<file path="config.mk">
export PLATFORM = sky130hd
export DESIGN_NAME = driver_latency_monitor
export DESIGN_NICKNAME = d
export VERILOG_FILES = /design/src/rtl/driver_mon_pkg.sv /design/src/rtl/lat_stamp_fifo.sv /design/src/rtl/driver_latency_monitor.sv
export SDC_FILE = /design/constraint.sdc
export NUM_CORES = 2
export LEC_CHECK = 0
export BUFFER_PORTS_ARGS = -buffer_cell sky130_fd_sc_hd__buf_4
export CAP_MARGIN = 20
export CORE_UTILIZATION = 50
export DETAILED_ROUTE_END_ITERATION = 10
export GPL_ROUTABILITY_DRIVEN = 0
export PLACE_DENSITY = 0.65
export SYNTH_ARGS = -nofsm -noshare
export SYNTH_HDL_FRONTEND = slang
export SYNTH_SLANG_ARGS = --single-unit
</file>
<file path="constraint.sdc">
create_clock -name clk -period 4.73 [get_ports clk]
set_input_delay 0.946 -clock clk [delete_from_list [all_inputs] [get_ports clk]]
set_output_delay 0.946 -clock clk [all_outputs]
set_load 0.01 [all_outputs]
</file>
<file path="src/rtl/driver_mon_pkg.sv">
// Shared definitions for the driver latency monitor.
//   - default configuration values for the monitor parameters
//   - slave address map offsets and status word bit positions
//   - clog2 helper usable in constant expressions
package driver_mon_pkg;

  localparam int NUM_CH_DEF         = 2;
  localparam int STAMP_DEPTH_DEF    = 16;
  localparam int BIN_RANGE_DEF      = 8;
  localparam int NUM_BINS_DEF       = 16;
  localparam int BIN_CNT_SIZE_DEF   = 16;
  localparam int CYCLE_CNT_SIZE_DEF = 32;

  // Slave word address map (default configuration).
  localparam int BIN_BASE    = 0;
  localparam int STATUS_BASE = BIN_BASE + NUM_CH_DEF * NUM_BINS_DEF;
  localparam int CYCLE_ADDR  = STATUS_BASE + NUM_CH_DEF;

  // Status word layout: {14'b0, underflow, overflow, words_in_fifo[15:0]}.
  localparam int WORDS_W      = 16;
  localparam int STAT_OVF_BIT = 16;
  localparam int STAT_UNF_BIT = 17;

  function automatic int clog2(input int value);
    int result;
    int v;
    result = 0;
    v = value - 1;
    while (v > 0) begin
      result = result + 1;
      v = v >> 1;
    end
    return result;
  endfunction

endpackage

</file>
<file path="src/rtl/lat_stamp_fifo.sv">
// Timestamp FIFO for one monitored channel.
// Ports:
//   clk, reset      clock and synchronous active-high reset
//   clear           synchronous flush (run start)
//   push, push_data write a timestamp (caller never pushes into a full FIFO
//                   unless it pops in the same cycle)
//   pop             drop the head entry (caller never pops when empty)
//   head            oldest timestamp, valid when !empty
//   full, empty     occupancy status
module lat_stamp_fifo
  import driver_mon_pkg::*;
#(
  parameter int WIDTH = 32,
  parameter int DEPTH = 16
) (
  input  logic             clk,
  input  logic             reset,
  input  logic             clear,
  input  logic             push,
  input  logic             pop,
  input  logic [WIDTH-1:0] push_data,
  output logic [WIDTH-1:0] head,
  output logic             full,
  output logic             empty
);

  localparam int AW = (DEPTH > 1) ? clog2(DEPTH) : 1;

  logic [WIDTH-1:0] mem [DEPTH];
  // One extra pointer bit distinguishes full from empty.
  logic [AW:0] wr_ptr_reg;
  logic [AW:0] rd_ptr_reg;

  always_ff @(posedge clk) begin
    if (push) begin
      mem[wr_ptr_reg[AW-1:0]] <= push_data;
    end
  end

  always_ff @(posedge clk) begin
    if (reset || clear) begin
      wr_ptr_reg <= '0;
      rd_ptr_reg <= '0;
    end else begin
      if (push) wr_ptr_reg <= wr_ptr_reg + 1'b1;
      if (pop)  rd_ptr_reg <= rd_ptr_reg + 1'b1;
    end
  end

  // On a simultaneous pop+push while full, the write lands in the slot being
  // vacated; head is read combinationally before that edge, so it is safe.
  assign head  = mem[rd_ptr_reg[AW-1:0]];
  assign empty = (wr_ptr_reg == rd_ptr_reg);
  assign full  = (wr_ptr_reg[AW] != rd_ptr_reg[AW]) &&
                 (wr_ptr_reg[AW-1:0] == rd_ptr_reg[AW-1:0]);

endmodule

</file>
<file path="src/rtl/driver_latency_monitor.sv">
// Per-channel FIFO residency latency monitor with histogram readout.
// Ports:
//   clk, reset               clock and synchronous active-high reset
//   run_program/end_program  measurement window start/stop pulses
//   ch_wr/ch_rd              per-channel FIFO write/read strobes
//   slave_addr/slave_rd      word-addressed register read request
//   slave_data_out           read data, registered, held between reads
//   active_program           measurement window open
//   cycle_cnt                cycles since run start
//   words_in_fifo            per-channel occupancy (16 bits each, ch0 lowest)
//   ch_overflow/underflow    sticky per-channel error flags
module driver_latency_monitor
  import driver_mon_pkg::*;
#(
  parameter int NUM_CH         = NUM_CH_DEF,
  parameter int STAMP_DEPTH    = STAMP_DEPTH_DEF,
  parameter int BIN_RANGE      = BIN_RANGE_DEF,
  parameter int NUM_BINS       = NUM_BINS_DEF,
  parameter int BIN_CNT_SIZE   = BIN_CNT_SIZE_DEF,
  parameter int CYCLE_CNT_SIZE = CYCLE_CNT_SIZE_DEF
) (
  input  logic                        clk,
  input  logic                        reset,
  input  logic                        run_program,
  input  logic                        end_program,
  input  logic [NUM_CH-1:0]           ch_wr,
  input  logic [NUM_CH-1:0]           ch_rd,
  input  logic [31:0]                 slave_addr,
  input  logic                        slave_rd,
  output logic [31:0]                 slave_data_out,
  output logic                        active_program,
  output logic [CYCLE_CNT_SIZE-1:0]   cycle_cnt,
  output logic [NUM_CH*WORDS_W-1:0]   words_in_fifo,
  output logic [NUM_CH-1:0]           ch_overflow,
  output logic [NUM_CH-1:0]           ch_underflow
);

  localparam int SHIFT       = clog2(BIN_RANGE);
  localparam int TOTAL_BINS  = NUM_CH * NUM_BINS;
  localparam int STATUS_ADDR = BIN_BASE + TOTAL_BINS;
  localparam int CYC_ADDR    = STATUS_ADDR + NUM_CH;
  localparam int IDX_W       = (TOTAL_BINS > 1) ? clog2(TOTAL_BINS) : 1;
  localparam int BW          = (NUM_BINS > 1) ? clog2(NUM_BINS) : 1;

  logic                      active_reg;
  logic [CYCLE_CNT_SIZE-1:0] cycle_reg;
  logic                      start;
  logic [TOTAL_BINS-1:0][BIN_CNT_SIZE-1:0] bin_cnt;
  logic [31:0]               rd_data;

  // A run pulse only restarts the measurement when the window is closed.
  assign start = run_program & ~active_reg;

  always_ff @(posedge clk) begin
    if (reset) begin
      active_reg <= 1'b0;
      cycle_reg  <= '0;
    end else begin
      active_reg <= ~end_program & (active_reg | run_program);
      if (start)           cycle_reg <= '0;
      else if (active_reg) cycle_reg <= cycle_reg + 1'b1;
    end
  end

  assign active_program = active_reg;
  assign cycle_cnt      = cycle_reg;

  for (genvar gi = 0; gi < NUM_CH; gi++) begin : g_ch
    logic                      wr_en, rd_en;
    logic                      push, pop, full, empty;
    logic [CYCLE_CNT_SIZE-1:0] head, latency, lat_reg, lat_shift;
    logic                      lat_take, lat_vld_reg;
    logic                      ovf_reg, unf_reg;
    logic [WORDS_W-1:0]        words_reg;
    logic [BW-1:0]             bin_idx;

    assign wr_en = ch_wr[gi] & active_reg;
    assign rd_en = ch_rd[gi] & active_reg;

    // wr+rd on an empty FIFO bypasses storage (latency 0); on a full FIFO
    // the pop frees the slot the push needs.
    assign push     = wr_en & (rd_en ? ~empty : ~full);
    assign pop      = rd_en & ~empty;
    assign lat_take = rd_en & (~empty | wr_en);
    assign latency  = (wr_en & rd_en & empty) ? '0 : cycle_reg - head;

    lat_stamp_fifo #(
      .WIDTH (CYCLE_CNT_SIZE),
      .DEPTH (STAMP_DEPTH)
    ) u_fifo (
      .clk       (clk),
      .reset     (reset),
      .clear     (start),
      .push      (push),
      .pop       (pop),
      .push_data (cycle_reg),
      .head      (head),
      .full      (full),
      .empty     (empty)
    );

    always_ff @(posedge clk) begin
      if (reset) begin
        lat_reg     <= '0;
        lat_vld_reg <= 1'b0;
        ovf_reg     <= 1'b0;
        unf_reg     <= 1'b0;
        words_reg   <= '0;
      end else begin
        lat_vld_reg <= lat_take;
        if (lat_take) lat_reg <= latency;
        if (start) begin
          ovf_reg <= 1'b0;
          unf_reg <= 1'b0;
        end else begin
          if (wr_en & ~rd_en & full)  ovf_reg <= 1'b1;
          if (rd_en & ~wr_en & empty) unf_reg <= 1'b1;
        end
        // Occupancy follows the raw strobes, independent of the window.
        if (ch_wr[gi] & ~ch_rd[gi] & (words_reg != '1))
          words_reg <= words_reg + 1'b1;
        else if (ch_rd[gi] & ~ch_wr[gi] & (words_reg != '0))
          words_reg <= words_reg - 1'b1;
      end
    end

    assign lat_shift = lat_reg >> SHIFT;
    assign bin_idx   = (lat_shift >= CYCLE_CNT_SIZE'(NUM_BINS - 1)) ?
                       BW'(NUM_BINS - 1) : lat_shift[BW-1:0];

    for (genvar bj = 0; bj < NUM_BINS; bj++) begin : g_bin
      logic [BIN_CNT_SIZE-1:0] cnt_reg;
      // An overflowed channel's histogram is frozen until the next run.
      always_ff @(posedge clk) begin
        if (reset || start)
          cnt_reg <= '0;
        else if (lat_vld_reg && !ovf_reg && (bin_idx == BW'(bj)) && (cnt_reg != '1))
          cnt_reg <= cnt_reg + 1'b1;
      end
      assign bin_cnt[gi*NUM_BINS + bj] = cnt_reg;
    end

    assign words_in_fifo[gi*WORDS_W +: WORDS_W] = words_reg;
    assign ch_overflow[gi]  = ovf_reg;
    assign ch_underflow[gi] = unf_reg;
  end

  // Bin counters occupy addresses from BIN_BASE (0) upward.
  always_comb begin
    rd_data = '0;
    if (slave_addr < 32'(STATUS_ADDR)) begin
      rd_data = 32'(bin_cnt[slave_addr[IDX_W-1:0]]);
    end
    for (int c = 0; c < NUM_CH; c++) begin
      if (slave_addr == 32'(STATUS_ADDR + c)) begin
        rd_data[WORDS_W-1:0]  = words_in_fifo[c*WORDS_W +: WORDS_W];
        rd_data[STAT_OVF_BIT] = ch_overflow[c];
        rd_data[STAT_UNF_BIT] = ch_underflow[c];
      end
    end
    if (slave_addr == 32'(CYC_ADDR)) begin
      rd_data = 32'(cycle_reg);
    end
  end

  always_ff @(posedge clk) begin
    if (reset)         slave_data_out <= '0;
    else if (slave_rd) slave_data_out <= rd_data;
  end

endmodule

</file>
After elaboration in Yosys (flattened, before gate mapping). Memory sizes are Yosys's and may differ from the RTL's. A register that Yosys moved wholly into a read port is not among the register bits. Cells that the tools add are included.

Flip-flop bits (word level): 699. Bits in latches: 0. Memory bits (writable): 1024. ROM bits: 0. Input bits: 41. Output and inout port bits: 101. Logic and storage cells: 322. Memories: 2.

Memory list: g_ch[0].u_fifo.mem (words 16, bits a word 32, rd ports 1, clocked after Yosys merged registers in 1, write ports 1, RTL line lat_stamp_fifo.sv:29) `logic [WIDTH-1:0] mem [DEPTH];`; g_ch[1].u_fifo.mem (words 16, bits a word 32, rd ports 1, clocked after Yosys merged registers in 1, write ports 1, RTL line lat_stamp_fifo.sv:29).

$add $sub $neg: 43. Multipliers: 0. Div/mod/pow operators: 0. Magnitude comparators: 4. Equality and inequality tests: 73. Shifts and indexed selects: 0. Mux-type cells: 24. Bitwise logic cells: 49. Reductions and logical operators: 78.

Operators with widths (count): $add 16x1->16 const B (34); $ne 16x16->1 const B (34); $eq 32x6->1 const B (3); $mux 16 (6); $mux 32 (3); $bmux 16 s5 (1); $logic_and 1x1->1 (68); $eq 4x4->1 const B (16); $sub 32x32->32 (2); $ge 29x4->1 const B (2); $mux 18 (2); $add 32x1->32 const B (1); $and 1x1->1 (32); $eq 4x3->1 const B (8); $lt 32x6->1 const B (1); $reduce_bool 16->1 (2); $sub 16x1->16 const B (2); $mux 4 (6); $add 5x1->5 const B (4); $eq 4x2->1 const B (4); $not 1->1 (14); $eq 5x5->1 (2); $eq 4x1->1 const B (2); $eq 4x4->1 (2); other kinds (9) (20).

Longest topological paths before layout.
Word-level depth: 7. Gate-level depth with buffers: 19.

By module. A second synthesis with hierarchy kept.

Cells, all modules: 5875. Area total of the unflattened synthesis: 76414.5 µm².

By module, submodules not included: driver_latency_monitor (times used 1, cells an instance 4145, area an instance 36797.8 µm², sequential area each 13472.9 µm²); lat_stamp_fifo at g_ch[0].u_fifo (times used 1, cells an instance 865, area an instance 19809.0 µm², sequential area each 15655.0 µm²); lat_stamp_fifo at g_ch[1].u_fifo (times used 1, cells an instance 865, area an instance 19807.7 µm², sequential area each 15655.0 µm²).

Worst setup path after synthesis. No wires, ideal clock.

Path type: register to register. Start: reg (tool-made name). End: reg g_ch[1].lat_reg[28]. Library setup time: 0.117 ns. Data arrival time: 5.077 ns. Data required time: 4.613 ns. Path slack: -0.463 ns. Cell stages (with the launch flop): 20. Clock period less this slack: 5.193 ns. Path through: dfxtp_1 -> buf_4 -> buf_6 -> clkbuf_1 -> buf_1 -> mux4_2 -> mux4_2 -> inv_1 -> ha_1 -> and3_1 -> and3_1 -> a221o_1 -> a21o_1 -> a41o_1 -> a221oi_1 -> o21a_1 -> o21ai_1 -> a221oi_1 -> xnor2_1 -> a22o_1.

RTL lines: end signal, assigned (RTL line driver_latency_monitor.sv:111) `if (lat_take) lat_reg <= latency;`; end, declared (RTL line driver_latency_monitor.sv:71) `logic [CYCLE_CNT_SIZE-1:0] head, latency, lat_reg, lat_shift;`.

==> flow_summary.ini <==
[synthesis]
syn-mean-instance-area_um2 = 13.33
synth.ff_latch_count = 1725
synthFlopType = edfxtp_1
syn-cell-area_um2 = 76540
syn_inst = 5743
yosys.area.top_type = edfxtp_1
synth-edff-count = 1024
synth.net_count = 5933
yosysSeqAreaShare_pct = 58.51
yosys_warnings = 0
ys_top_cells_by_area = edfxtp_1 (40%), dfxtp_1 (18%), mux4_2 (14%), xor2_1 (4.1%), nor2_1 (3.6%)
ys_async_sr_fraction_pct = 0
synth_top_area_share_pct = 40.18
synth_cell_types = 82

[critical_path]
worstSetupEndpointType = flop
cp_max_fo = 9
rrSetupSlack_ns = 0.26
worstSetupEndpoint = g_ch[1].lat_reg[26]$_SDFFE_PP0P_
reg2regPathDepth = 18
crit_path_start_kind = flop
required_ns = 5.46
cp.arrival_ns = 5.20
r2r-end = g_ch[1].lat_reg[26]$_SDFFE_PP0P_
critPathKind = reg2reg

[floorplanning]
num_rows = 143
die_area_um2 = 154600
die_h_um = 393.3
die_w_um = 393.3
initial_core_util_pct = 50.39
core_um2 = 151900
ioPinCount = 142

[clock_tree]
cts_max_path_buffers = 3
root_buffer = clkbuf_16
clock_latency_ns = 0.84
cts_tree = done
htreeDepth = 4
cts.reportedPaths.clkPinSlew_ns = 0.06
clock-sinks = 1725
numCtsBuffers = 177

[sta]
post-route-period-util_pct = 94.43
setup_viol = 0
max_freq_mhz = 223.9
drv_slew = 0
finalHoldViolations = 0
max-slew-margin-rel_pct = 33.42
period_minus_slack_ns = 4.466
rsz0062_at_grt = false
worst_slew_pin_slew_ns = 0.9896
skew_ns = 0.07863

[routing]
firstDrtPassIters = 8
drc = 0
wirelength_mm = 202.4
vias = 48850
vias_per_cell = 5.939
ant_nets = 0
initialDrtViolationCount = 4295
wire_per_inst_um = 24.60

[global_routing]
grt_overflow = 0
grt_pass1_wl_mm = 299.7
grt_max_degree = 125
antenna_found_initial = 5
grt_pass1_vias = 47260
grt_use_total_pct = 26.21

[power]
switching_share_pct = 22.76
pwr-share-seq_pct = 50.2
pwr-share-comb_pct = 5.5
clkPwrFrac_pct = 44.2
p_per_area_nw_per_um2 = 364.0
ir_worst_vdd_uv = 374.0
intPower_mw = 24.60
p_sw_mw = 7.250
p_leak_nw = 29.82

[final_layout]
stdcell_area_um2 = 87500
areaGrowthSynthToFinish_pct = 14.33
drive_gt1_share_pct = 19.34
largest_reg_flops = 1024
nNetsFinal = 6237
fin_util_pct = 57.60

[placed_design]
place_area_um2 = 81520
portBuffers = 141
dp_hpwl_mm = 134.6

[run_status]
status = finished clean

[worst_hold_path]
hold_path_class = in2reg

[flow_run]
cap_violations = 0
==> critical path: stages, from the launching register on <==
cell and delay [ns]:
dfxtp_4 0.41, buf_12 0.16, buf_12 0.14, mux4_2 0.50, mux4_2 0.50, inv_1 0.12
ha_1 0.26, a21o_1 0.19, a221o_1 0.36, a21o_1 0.18, a41o_1 0.25, a221oi_1 0.30
buf_4 0.17, o21a_1 0.13, buf_4 0.12, o31a_1 0.20, o21bai_1 0.11, xnor2_1 0.13
a22o_1 0.19
==> per-layer routing <==
metal	part of all wire, %	wire length [um]	global-route usage (%)
met1	41	83120	35.54
met2	47	94740	41.47
met3	8.9	18110	6.374
met4	3.2	6391	8.624
met5	0.0064	13	0
==> power groups by stage <==
stage                     Combinational, mW  Clock [mW]  Sequential, mW
after floorplan                        1.03           0            16.3
after global placement                 1.72           0            16.3
after detailed placement               1.74           0            16.3
after CTS                              1.75        14.3            16.0
after global routing                   1.93        14.9            16.0
final                                  1.77        14.1            16.0
==> cell usage after synthesis (70+ instances only) <==
cell / number
and3_1: 97
mux2i_1: 70
edfxtp_1: 1024
nand4_1: 142
or3_1: 85
nand3_1: 200
nand2_1: 352
clkbuf_1: 190
xnor2_1: 176
ha_1: 147
nor3_1: 90
mux4_2: 477
inv_1: 126
dfxtp_1: 701
xor2_1: 357
o21ai_0: 127
nor2_1: 725
a21oi_1: 167
==> layout make-up <==
type | instances | area (um2)
Fill cell | 11990 | 64400
Sequential cell | 1725 | 44820
Multi-Input combinational cell | 3647 | 30580
Clock buffer | 244 | 4954
Timing Repair Buffer | 369 | 3143
Tap cell | 2030 | 2540
Clock inverter | 81 | 985.9
Inverter | 127 | 476.7
Antenna cell | 2 | 5.005
==> stage by stage <==
step	TNS [ns]	power [mW]	hold slack, ns	instances	setup slack (ns)
6_report	0	31.85	0.2922	8225	0.2636
5_1_grt	0	32.82	0.2620	8223	0.04544
4_1_cts	0	32.07	0.2429	8219	0.1521
3_5_place_dp	0	18.06	0.4436	7894	0.1476
3_3_place_gp	0	18.03	0.4354	7894	0.1995
2_1_floorplan	-0.01598	17.35	0.4250	5743	-0.01598
==> kinds of logic (layout without fill, tap and decap cells) <==
logic type / count (synthesis) / in the layout / synth area share (%)
compound gates: 520 / 520 / 4.304
flops: 1725 / 1725 / 58.51
fa+ha+maj: 149 / 149 / 2.455
xor+xnor: 533 / 533 / 6.099
buf+inv: 371 / 821 / 1.870
mux: 559 / 559 / 15.13
simple gates: 1886 / 1886 / 11.63
other cells: 0 / 2 / 0
==> timing repair <==
item,CTS,global route
endpoints found under the setup margin,0,5
resized for setup,0,2
hold buffers,0,0
setup buffers,0,4
==> cell usage in the layout (no fill, tap or decap), types with 167 or more instances in the layout <==
master	Yosys	final
a21oi_1	167	167
buf_4	5	338
clkbuf_16	0	179
dfxtp_1	701	679
edfxtp_1	1024	1024
mux4_2	477	477
nand2_1	352	352
nand3_1	200	200
nor2_1	725	701
xnor2_1	176	176
xor2_1	357	357
==> how the worst min path moves through the flow <==
stage	start	endpoint	cells past startpoint
3_3_place_gp	g_ch[0].lat_reg[21]$_SDFFE_PP0P_	g_ch[0].lat_reg[21]$_SDFFE_PP0P_	2
2_1_floorplan	g_ch[0].lat_reg[27]$_SDFFE_PP0P_	g_ch[0].lat_reg[27]$_SDFFE_PP0P_	2
5_1_grt	end_program	active_program$_SDFF_PP0_	2
4_1_cts	end_program	active_program$_SDFF_PP0_	2
3_5_place_dp	g_ch[0].lat_reg[21]$_SDFFE_PP0P_	g_ch[0].lat_reg[21]$_SDFFE_PP0P_	2
6_report	end_program	active_program$_SDFF_PP0_	2
Power figures use the tool's default switching activity.
